`src/rtl/wb_stage_buf.sv`:
```
// Two-slot writeback stage buffer (main + skid) with registered outputs and WAW lane filtering.
// Optional macro WB_X0_FILTER_EN: drop rd_e for lanes writing address 0 at capture.
module wb_stage_buf #(
  parameter int DATA_W    = 32,
  parameter int ADDR_W    = 5,
  parameter int LANES     = 2,
  parameter int STALL_W   = 6,
  parameter int STALL_IDX = 4
) (
  input  logic                      clk,
  input  logic                      rst,
  input  logic                      rdy,
  input  logic [STALL_W-1:0]        stall,
  input  logic                      flush,
  input  logic                      in_valid,
  output logic                      in_ready,
  input  logic [LANES*DATA_W-1:0]   in_rd_data,
  input  logic [LANES*ADDR_W-1:0]   in_rd_addr,
  input  logic [LANES-1:0]          in_rd_e,
  output logic                      out_valid,
  input  logic                      out_ready,
  output logic [LANES*DATA_W-1:0]   out_rd_data,
  output logic [LANES*ADDR_W-1:0]   out_rd_addr,
  output logic [LANES-1:0]          out_rd_e,
  output logic [1:0]                occupancy
);

  // State encodes the number of valid slots; main is valid in ONE/TWO, skid only in TWO.
  typedef enum logic [1:0] {
    EMPTY = 2'd0,
    ONE   = 2'd1,
    TWO   = 2'd2
  } occ_t;

  occ_t state, state_nxt;

  logic [LANES*DATA_W-1:0] main_data, main_data_nxt, skid_data, skid_data_nxt;
  logic [LANES*ADDR_W-1:0] main_addr, main_addr_nxt, skid_addr, skid_addr_nxt;
  logic [LANES-1:0]        main_e, main_e_nxt, skid_e, skid_e_nxt;
  logic [LANES-1:0]        cap_e;

  logic main_valid, skid_valid;
  logic stall_here, stall_next, stall_freeze;
  logic accept, drain;
  logic stall_unused;

  assign main_valid = (state != EMPTY);
  assign skid_valid = (state == TWO);

  assign stall_here = stall[STALL_IDX];
  generate
    if (STALL_IDX < STALL_W - 1) begin : g_next_stage
      assign stall_next = stall[STALL_IDX+1];
    end else begin : g_last_stage
      assign stall_next = 1'b0;
    end
  endgenerate
  assign stall_freeze = stall_here & stall_next;
  assign stall_unused = ^stall;

  assign in_ready = !skid_valid & !stall_here;
  assign accept   = in_valid & in_ready & rdy;
  assign drain    = main_valid & out_ready & rdy;

  // Highest lane wins on duplicate destination addresses.
  always_comb begin
    cap_e = in_rd_e;
    for (int unsigned j = 0; j < LANES; j++) begin
      for (int unsigned k = 0; k < LANES; k++) begin
        if (k > j && in_rd_e[k] &&
            in_rd_addr[k*ADDR_W +: ADDR_W] == in_rd_addr[j*ADDR_W +: ADDR_W])
          cap_e[j] = 1'b0;
      end
`ifdef WB_X0_FILTER_EN
      if (in_rd_addr[j*ADDR_W +: ADDR_W] == '0)
        cap_e[j] = 1'b0;
`endif
    end
  end

  always_comb begin
    state_nxt     = state;
    main_data_nxt = main_data;
    main_addr_nxt = main_addr;
    main_e_nxt    = main_e;
    skid_data_nxt = skid_data;
    skid_addr_nxt = skid_addr;
    skid_e_nxt    = skid_e;

    if (rdy) begin
      if (flush) begin
        state_nxt     = EMPTY;
        main_data_nxt = '0;
        main_addr_nxt = '0;
        main_e_nxt    = '0;
        skid_data_nxt = '0;
        skid_addr_nxt = '0;
        skid_e_nxt    = '0;
      end else if (!stall_freeze) begin
        if (!main_valid || drain) begin
          if (skid_valid) begin
            // Promotion: in_ready was low, so no accept can collide here.
            state_nxt     = ONE;
            main_data_nxt = skid_data;
            main_addr_nxt = skid_addr;
            main_e_nxt    = skid_e;
            skid_data_nxt = '0;
            skid_addr_nxt = '0;
            skid_e_nxt    = '0;
          end else if (accept) begin
            state_nxt     = ONE;
            main_data_nxt = in_rd_data;
            main_addr_nxt = in_rd_addr;
            main_e_nxt    = cap_e;
          end else begin
            state_nxt     = EMPTY;
            main_data_nxt = '0;
            main_addr_nxt = '0;
            main_e_nxt    = '0;
          end
        end else if (accept) begin
          state_nxt     = TWO;
          skid_data_nxt = in_rd_data;
          skid_addr_nxt = in_rd_addr;
          skid_e_nxt    = cap_e;
        end
      end
    end
  end

  always_ff @(posedge clk) begin
    if (rst) begin
      state     <= EMPTY;
      main_data <= '0;
      main_addr <= '0;
      main_e    <= '0;
      skid_data <= '0;
      skid_addr <= '0;
      skid_e    <= '0;
    end else begin
      state     <= state_nxt;
      main_data <= main_data_nxt;
      main_addr <= main_addr_nxt;
      main_e    <= main_e_nxt;
      skid_data <= skid_data_nxt;
      skid_addr <= skid_addr_nxt;
      skid_e    <= skid_e_nxt;
    end
  end

  assign out_valid   = main_valid;
  assign out_rd_data = main_data;
  assign out_rd_addr = main_addr;
  assign out_rd_e    = main_e;
  assign occupancy   = state;

endmodule

```
`config.mk`:
```
export PLATFORM = sky130hd
export DESIGN_NAME = wb_stage_buf
export DESIGN_NICKNAME = d
export VERILOG_FILES = /design/src/rtl/wb_stage_buf.sv
export SDC_FILE = /design/constraint.sdc
export NUM_CORES = 1
export LEC_CHECK = 0
export ABC_CLOCK_PERIOD_IN_PS = 1460
export BUFFER_PORTS_ARGS = -buffer_cell sky130_fd_sc_hd__buf_2
export CAP_MARGIN = 20
export CORE_ASPECT_RATIO = 0.7
export CORE_UTILIZATION = 46
export DETAILED_ROUTE_END_ITERATION = 12
export PLACE_DENSITY_LB_ADDON = 0.12
export SETUP_SLACK_MARGIN = 0.4
export SLEW_MARGIN = 10
export SYNTH_ARGS = -nofsm -noshare
export SYNTH_HDL_FRONTEND = slang
export SYNTH_SLANG_ARGS = --single-unit
```
`constraint.sdc`:
```
create_clock -name clk -period 1.46 [get_ports clk]
set_clock_uncertainty 0.05 [all_clocks]
set_input_delay 0.146 -clock clk [delete_from_list [all_inputs] [get_ports clk]]
set_output_delay 0.146 -clock clk [all_outputs]
set_load 0.01 [all_outputs]
```
## Word-level counts from Yosys, hierarchy flattened

Cells that the tools add are included.

| storage, ports and cells | value |
|---|---|
| ROM bits | 0 |
| latch bits | 0 |
| register bits | 154 |
| memory bits (writable) | 0 |
| memories | 0 |
| output and inout bits | 80 |

| cells by class | value |
|---|---|
| eq/ne operators | 4 |
| muxes and demuxes | 37 |
| add/sub/neg operators | 0 |
| multipliers | 0 |
| $lt $le $gt $ge | 0 |
| divide/modulo/power cells | 0 |
| reductions and logical operators | 11 |
| shift-type cells | 0 |
| bitwise operators | 6 |

Operator list:

| operator | number |
|---|---|
| 64-bit 2-to-1 mux | 10 |
| 10-bit 2-to-1 mux | 10 |
| 2-bit 2-to-1 mux | 14 |
| 1-bit AND | 6 |
| 3-bit AND reduction | 2 |
| 5-bit equality test | 1 |
| 4-bit AND reduction | 1 |
| 2-bit nonzero test | 2 |
| 1-bit zero test | 3 |
| 1-bit 2-to-1 mux | 3 |
| 3-bit != test, second input constant | 1 |
| 3-bit nonzero test | 1 |
| 2-bit equality test, second input constant | 1 |
| 2-bit != test, second input constant | 1 |
| 1-bit logical AND | 1 |
| 1-bit logical OR | 1 |

## Depth between registers and ports, before layout

Gate-level depths: netlist of the first run.

| depth | value |
|---|---|
| word-level depth | 10 |
| depth in mapped cells | 8 |
| mapped depth without buffers | 4 |

## Worst setup path before layout of the first run

No wires, ideal clock.

| timing | value |
|---|---|
| kind | reg-to-reg |
| from | register state[1], in the netlist occupancy[1] |
| to | register skid_data[23] |
| data arrival time | 1524 ps |
| path buffers | 4 |
| period minus slack after synthesis | 1691 ps |
| cell stages (with the launch flop) | 9 |
| data required time | 1293 ps |
| setup slack | -231 ps |
| cell sequence | dfxtp_1 > nor2b_2 > buf_6 > nor2_4 > and4_1 > buf_2 > buf_6 > buf_6 > a22o_1 |

| on the way | value |
|---|---|
| cells in the longest elaborated chain, start to end | 7 |
| elaborated cells between the ends (all ways) | 16 |
| classes of those cells | eq/ne: 2; mux: 3; bitwise: 5; reduce/logical: 6 |

Ends and longest elaborated chain:

| item | line | RTL |
|---|---|---|
| from (decl) | 35 | `occ_t state, state_nxt;` |
| from (signal assigned) | 141 | `state <= state_nxt;` |
| 2-bit equality test / 2-bit nonzero test (equally long branches) | 48, 47 |  |
| 1-bit zero test / 1-bit AND (equally long branches) | 61, 63 |  |
| 1-bit AND (on tied branches) | 61, 63 |  |
| 1-bit AND / 1-bit logical OR (equally long branches) | 62, 100 |  |
| 1-bit AND / 64-bit 2-to-1 mux (equally long branches) | 62, 100 |  |
| 3-bit nonzero test (no source line) / 64-bit 2-to-1 mux (equally long branches) | - |  |
| 4-bit AND reduction (no source line) / 64-bit 2-to-1 mux (equally long branches) | - |  |
| to (signal assigned) | 145 | `skid_data <= skid_data_nxt;` |
| to (decl) | 37 | `logic [LANES*DATA_W-1:0] main_data, main_data_nxt, skid_data, skid_data_nxt;` |

Several ways; a longest one is shown, not always the timed one. The select of a mux whose other input is x is not followed.
A chain may end at the register's enable or synchronous reset.

## Worst setup path in the final report of the first run

| timing | value |
|---|---|
| from | register state[0], in the netlist occupancy[0] |
| to | register skid_data[34] |

Same word-level chain as after synthesis.

==> results of run 1 <==
[cells in the final DEF, fill, tap and decap left out, drive strengths merged]
cell | Yosys | routed
a21bo | 1 | 1
a21boi | 1 | 1
a21oi | 2 | 2
a221oi | 1 | 1
a22o | 75 | 75
a22oi | 33 | 33
a31oi | 1 | 1
a32o | 1 | 1
and3 | 2 | 2
and4 | 1 | 1
buf | 26 | 225
bufinv | 0 | 2
clkbuf | 19 | 34
clkinv | 0 | 8
clkinvlp | 0 | 1
dfxtp | 154 | 154
diode | 0 | 1
dlygate4sd3 | 0 | 77
inv | 1 | 3
mux2i | 43 | 43
nand2 | 80 | 80
nand2b | 2 | 2
nand3 | 2 | 2
nand3b | 2 | 2
nor2 | 5 | 5
nor2b | 1 | 1
nor3 | 2 | 2
nor4 | 1 | 1
o21a | 1 | 1
o21ai | 78 | 78
o21bai | 1 | 1
o32ai | 1 | 1
or2 | 1 | 1
xnor2 | 1 | 1
xor2 | 4 | 4
[worst min-delay path, delay by kind of cell]
family | cells | cell delay (ns)
compound gates | 2 | 0.19
buf+inv | 1 | 0.10
[metrics by stage]
stage	util	setup slack (ns)	cells	power [W]
final	0.827	-0.137	1005	0.00971
after global routing	0.827	-0.200	1005	0.00999
after CTS	0.722	-0.0580	972	0.00945
after detailed placement	0.574	-0.0868	850	0.00490
after global placement	0.574	-0.0430	850	0.00489
after floorplan	-	-0.0925	543	0.00461
[final timing paths]
kind | end | start | slack [ns]
worst max-delay path | skid_data[34] | occupancy[0] | -0.14
worst min-delay path | out_rd_addr[5] | in_rd_addr[5] | 0.02
worst max register to register | skid_data[34] | occupancy[0] | -0.14
worst min register to register | out_rd_data[50] | out_rd_data[50] | 0.41
[cell families after synthesis]
| logic type | Yosys count | share of synthesized area |
|---|---|---|
| buf+inv | 46 | 0.0437 |
| xor+xnor | 5 | 0.00780 |
| simple gates | 99 | 0.0758 |
| mux | 43 | 0.0767 |
| compound gates | 196 | 0.247 |
| flops | 154 | 0.549 |
[sequential cells by signal (all words and copies together) (netlist names)]
| name | flops |
|---|---|
| occupancy | 2 |
| out_rd_addr | 10 |
| out_rd_data | 64 |
| out_rd_e | 2 |
| skid_addr | 10 |
| skid_data | 64 |
| skid_e | 2 |
[report_power, final]
group / total (W) / internal, W / switching [W] / leakage [nW]
sequential: 0.00424 / 0.00422 / 0.0000164 / 1.28
clock: 0.00432 / 0.00253 / 0.00179 / 0.282
combinational: 0.00115 / 0.000621 / 0.000528 / 2.77
[repair_timing]
action,4_1_cts,5_1_grt
endpoints found under the hold margin,133,0
setup buffers,7,14
gates cloned,6,18
pin swaps,4,28
hold buffers,77,0
gates resized for setup,55,218
endpoints found under the setup margin,234,234
[final cells by class]
type	instances	area (um2)
multi-input combinational	343	2530
sequential	154	3180
inverter	1	3.75
timing repair buffer	317	3270
tap	157	196
clock inverter	13	144
fill	672	2040
antenna	1	2.50
clock buffer	19	433
[layer usage]
metal / track usage / wire length [um] / share of wire
met5: 0 / 0 / 0
met4: 0.0852 / 484 / 0.023
met3: 0.0698 / 1340 / 0.063
met2: 0.460 / 10800 / 0.51
met1: 0.336 / 8730 / 0.41
==> out/results.txt, run 1 <==
The area fraction of the dominant cell type after synthesis was 0.549. The number of synthesized register bits was 154; the floorplan row count was 33. By area the synthesized netlist is led by dfxtp_1 (55%), a22o_1 (12%), mux2i_1 (7.7%), o21ai_0 (5.6%), nand2_1 (5.3%).

The global-route wire length before repair was 26.4 mm; the core region area was 11800 um2. The CTS buffer count is 17, and the required time of the worst setup path is 1.77 ns. The count of nets left with antenna violations once routing finished came out at 0. No sink is reached through more buffers than the 2 on the longest clock path.

After synthesis, the most frequently instantiated cells are dfxtp_1 (154), nand2_1 (80), a22o_1 (75). The number of different library cells used by synthesis comes to 37. From bottom edge to top edge, the die measures 94.4 um. The post-synthesis sequential area ratio is 0.549, and the combined area of all synthesized cells is 5610 um2. Setup repair after global routing could not meet its margin everywhere. The post-route fraction of the period consumed by the critical path is 1.09. Type of element launching the critical path: a flop. Setup violations remaining at the end of the flow were counted as 145. For the pin with the worst max-slew slack, the measured transition is 0.359 ns.

The die span in x is 134 um, and the power per unit of standard cell area is 994 nW/um2. The cell class contributing the biggest share of worst-path delay is simple AND/OR/NAND/NOR gates. The logs give 4 for the total number of H-tree levels and 5220 for the via count of the first global-routing pass.

In this run the clock root is driven by a clkbuf_16. In the final timing run, aggregate negative setup slack is -11.44 ns. For the peak ir drop on the vdd network, the log shows 0.921 mV.

The initial antenna violation count is 1, and the synthesized instance count is 543. The detailed router finished its first iteration with 367 violations. The run gives 0 as the number of slew-limit violations in the final report.

The worst setup path is of the flop to flop kind. The worst path in the final design needs a cycle of 1.60 ns, including I/O delays and setup. The routed wirelength normalized by instance count came out at 21.3 um.

Leading area contributor after synthesis: dfxtp_1. Of all nets on the critical path, the largest fanout is 9. The depth of the critical timing path with buffers and inverters included is 6, and the number of enable flip-flop cells after synthesis is 0. For this run, the detailed router's first-pass iteration total came to 5.

The finished cells cover 9770 um2. The relative slew slack was 0.758. The cell at the slowest stage of the critical path was dfxtp_4. For this run, the leading register cell type out of synthesis is dfxtp_1. For this run the aggregate overflow at the end of global routing stands at 0.

Synthesis produced a netlist with a net count of 631. The cell with the most instances after synthesis was dfxtp_1. The logs give 0.42 ns for the clock latency on the worst-skew pair and 33 for the largest net degree at the start of global routing. Final-stage net count: 922. Using the TritonRoute via totals, the vias-per-cell ratio works out to 5.76.

For the full die area, the log shows 12700 um2. The run finished, with violations left. The number of endpoints with negative hold slack in the final report was 0; the total vias in the final route was 5785. 168 I/O pins were placed.

For this design the static power due to leakage is 4.34 nW. The signal on the critical path passes through or2_4, and3_4, o21ai_4, buf_6, clkbuf_16, a22o_1. The setup slack after layout is -0.137 ns, and the fraction of final layout cells sized beyond drive strength 1 is 0.473. The number of buffers and inverters on the critical path is 2. The overall routed net length was 21.4 mm; the cell count of the worst reg-to-reg path was 6. The final reports fail on negative setup slack. Cell area after placement: 6780 um2. Clock-pin slew was measured on the worst setup and hold paths at 0.06 ns. TritonCTS built the clock tree. For this run, the number of Yosys warnings is 0. For the worst setup path, the data arrival time is 1.91 ns. After synthesis, the mean cell area works out to 10.3 um2. On the final layout, the worst hold slack is 0.0165 ns.

Timing would allow up to 626 MHz. The critical path endpoint category is a flop. The number of instances on the worst hold path is 3. The async set-reset flop share out of synthesis is 0, and the total routing resource utilization after global routing is 0.270. Detailed placement finished with a half-perimeter wire length of 9.63 mm.

The tool flagged a number of max-cap violations equal to 0. In this run the tool buffered the top-level ports with 163 buffer cells. In this run the worst hold path is classified as input pin to flop. For the post-route DRC violation count, the log shows 0.

Relative to the synthesized area, the layout overhead comes to 74.0%. The largest single stage delay on the critical path is 0.36 ns. The tools report the number of clock sinks seen by CTS as 154. The starting density of the core came out at 0.475.

At the end of routability-driven placement, the weighted congestion stood at 0.793.
Power figures use the tool's default switching activity.
==> run 2, diff against run 1 <==
--- a/config.mk
+++ b/config.mk
@@ -5,11 +5,11 @@
 export SDC_FILE = /design/constraint.sdc
 export NUM_CORES = 1
 export LEC_CHECK = 0
-export ABC_CLOCK_PERIOD_IN_PS = 1460
+export ABC_CLOCK_PERIOD_IN_PS = 1550
 export BUFFER_PORTS_ARGS = -buffer_cell sky130_fd_sc_hd__buf_2
 export CAP_MARGIN = 20
 export CORE_ASPECT_RATIO = 0.7
-export CORE_UTILIZATION = 46
+export CORE_UTILIZATION = 51
 export DETAILED_ROUTE_END_ITERATION = 12
 export PLACE_DENSITY_LB_ADDON = 0.12
 export SETUP_SLACK_MARGIN = 0.4
==> constraint.sdc (replaced) <==
create_clock -name clk -period 1.55 [get_ports clk]
set_clock_uncertainty 0.05 [all_clocks]
set_input_delay 0.155 -clock clk [delete_from_list [all_inputs] [get_ports clk]]
set_output_delay 0.155 -clock clk [all_outputs]
set_load 0.01 [all_outputs]
==> run 2 against run 1 <==
Effect of this change: the flow still finishes with violations (negative setup slack); register-to-register slack is essentially flat; core utilization shrank 0.79 points; fmax shrank 4.9%; sequential share of layout area grew 3.3 points; non-clock buffer count shrank 34; die area shrank 9.6%; first-iteration DRC count grew 10%; count of clock-buffer cells in the layout shrank 1; total power shrank 5.6%; critical path depth is the same; sequential power shrank 5.9%; cell area shrank 12%.
==> out/results.txt, run 2 (same netlist as run 1, synthesis figures left out) <==
The critical path endpoint category was a flop. Static timing analysis puts the maximum clock frequency at 596 MHz. The number of buffers and inverters on the critical path is 2.

In this run the remaining antenna-violating nets after routing total 0. Setup violations remaining at the end of the flow were counted as 144. Clock tree root buffer cell: clkbuf_16. Initial antenna violation count: 0. The fraction of the core area covered by cells at the end of the flow was 0.819; the overall power consumption was 0.00917 W. The starting density of the core was 0.534; the leakage power summed over all cells was 3.99 nW. Data arrives at the worst endpoint at 1.91 ns. The most critical setup path has its startpoint at occupancy[1]. By startpoint and endpoint, the worst setup path is classified as flop to flop. The pre-CTS setup slack was 0.00801 ns. The signal on the critical path passes through o21bai_1, a221oi_4, buf_4, buf_12, nand2_1, o21ai_0. For the overall routed net length, the log shows 17.9 mm. The number of slew-limit violations in the final report was 0. The antenna cell count was 0. Leaving out fill and tap cells, the most frequent cells in the layout are buf_2 (160), dfxtp_1 (150), nand2_1 (79). Full die area: 11400 um2.

The largest single stage delay on the critical path is 0.44 ns. The run gives -0.128 ns as the setup slack after layout. The total routing resource utilization after global routing is 0.298. The clock drives 154 sinks. The run gives 0.649 as the relative slew slack. The cell class contributing the biggest share of worst-path delay was compound AO/OA/AOI/OAI gates. The first global-routing pass estimated 26.7 mm of wire. Class of the tightest hold or removal check: input pin to flop.

In the final design database the tool counted 888 nets. Routed wirelength normalized by instance count: 18.6 um. The maximum clock path buffer count was 2; the largest net degree at the start of global routing was 47.

In this run the most critical hold path is launched from in_rd_addr[6]. The die is 89.8 um tall. Number of top-level pins: 168.

The total vias in the final route is 5374, and the remaining global-route overflow is 0. The via count normalized by instance count is 5.60. The post-route fraction of the period consumed by the critical path was 1.08; the power per unit of standard cell area was 1060 nW/um2. In the routed design, unresolved DRC markers number 0. The die span in x was 127 um; the minimum clock period was 1.68 ns. The most common cell after layout, fill and taps aside was buf_2. The run gives 17 as the CTS buffer count.

The reported max-cap violation count came out at 0. TritonCTS built the clock tree. The actual slew at the worst max-slew pin was 0.525 ns. The quantity of I/O buffers inserted on ports is 163, and the number of DRC markers after the initial detailed-route iteration is 405.

STA classifies the critical path startpoint as a flop. The logs give 0.41 ns for the clock latency on the worst-skew pair and 0.792 for the routability congestion estimate from global placement. Counting the fill cells in the layout gives 597. Summing all placed instances gives a cell area of 6670 um2. Once layout is done, the placed cells without fillers occupy 8610 um2.

Fraction of final layout cells sized beyond drive strength 1: 0.317. Setup repair after global routing could not meet its margin everywhere. The flow ran to the end, but the final reports show violations. Clock-pin slew was measured on the worst setup and hold paths at 0.06 ns.

Detailed placement finished with a half-perimeter wire length of 8.75 mm. The first detailed-routing pass took 5 iterations. The via count of the first global-routing pass was 5323. Number of endpoints with negative hold slack in the final report: 0. For the total number of H-tree levels, the log shows 4. The checks that failed: negative setup slack. In this run the standard cell core region covers 10500 um2.

Relative to the synthesized area, the layout overhead comes to 53.4%. The biggest fanout along the worst timing path was 20; the required time of the worst setup path was 1.78 ns. Cell at the slowest stage of the critical path: o21bai_1.

After floorplanning, the core was divided into 31 placement rows. The tools report the startpoint of the worst register-to-register path as occupancy[1]. VDD sags by at most 1.09 mV.
==> run 2: power by group <==
part	switching (W)	internal [W]
Sequential	0.0000114	0.00397
Combinational	0.000420	0.000479
Clock	0.00161	0.00267
==> run 2: per-stage QoR <==
stage	hold WS, ns	cells	setup TNS [ns]
2_1_floorplan	0.202	543	-0.102
3_3_place_gp	0.337	826	0
3_5_place_dp	0.340	826	0
4_1_cts	0.00867	948	-0.00758
5_1_grt	0.0276	959	-12.81
6_report	0.0150	959	-6.44
==> run 2: worst paths after layout <==
path,end,slack [ns],cells after the start
worst max-delay path,out_rd_addr[9],-0.13,6
worst min-delay path,out_rd_addr[6],0.02,3
worst max register to register,out_rd_addr[9],-0.13,6
worst min register to register,out_rd_data[48],0.39,2
==> run 2: area by class of cell <==
type                    count  area (um2)  area share
clock buffers              18         429      0.0498
well taps                 148         185      0.0215
repair buffers            283        2350       0.273
multi-input cells         343        2380       0.276
clock inverters            12         175      0.0203
inverters                   1        3.75    0.000436
flip-flops and latches    154        3090       0.359
==> run 2: tightest hold or removal path: stages <==
cell	delay [ns]
buf_2	0.11
a22oi_1	0.07
o21ai_1	0.11
==> run 2: routing by layer <==
layer | part of all wire | GRT usage | up-vias
li1 | - | - | 2497
met1 | 0.43 | 0.370 | 2563
met2 | 0.48 | 0.503 | 276
met3 | 0.077 | 0.0595 | 38
met4 | 0.018 | 0.124 | 0
met5 | 0 | 0 | -
==> run 2: repair_timing <==
action	4_1_cts	5_1_grt
setup endpoints to repair	158	160
gates cloned	6	7
hold buffers	77	0
resized for setup	26	18
pin swaps	1	3
buffers inserted	9	4
endpoints found under the hold margin	114	0
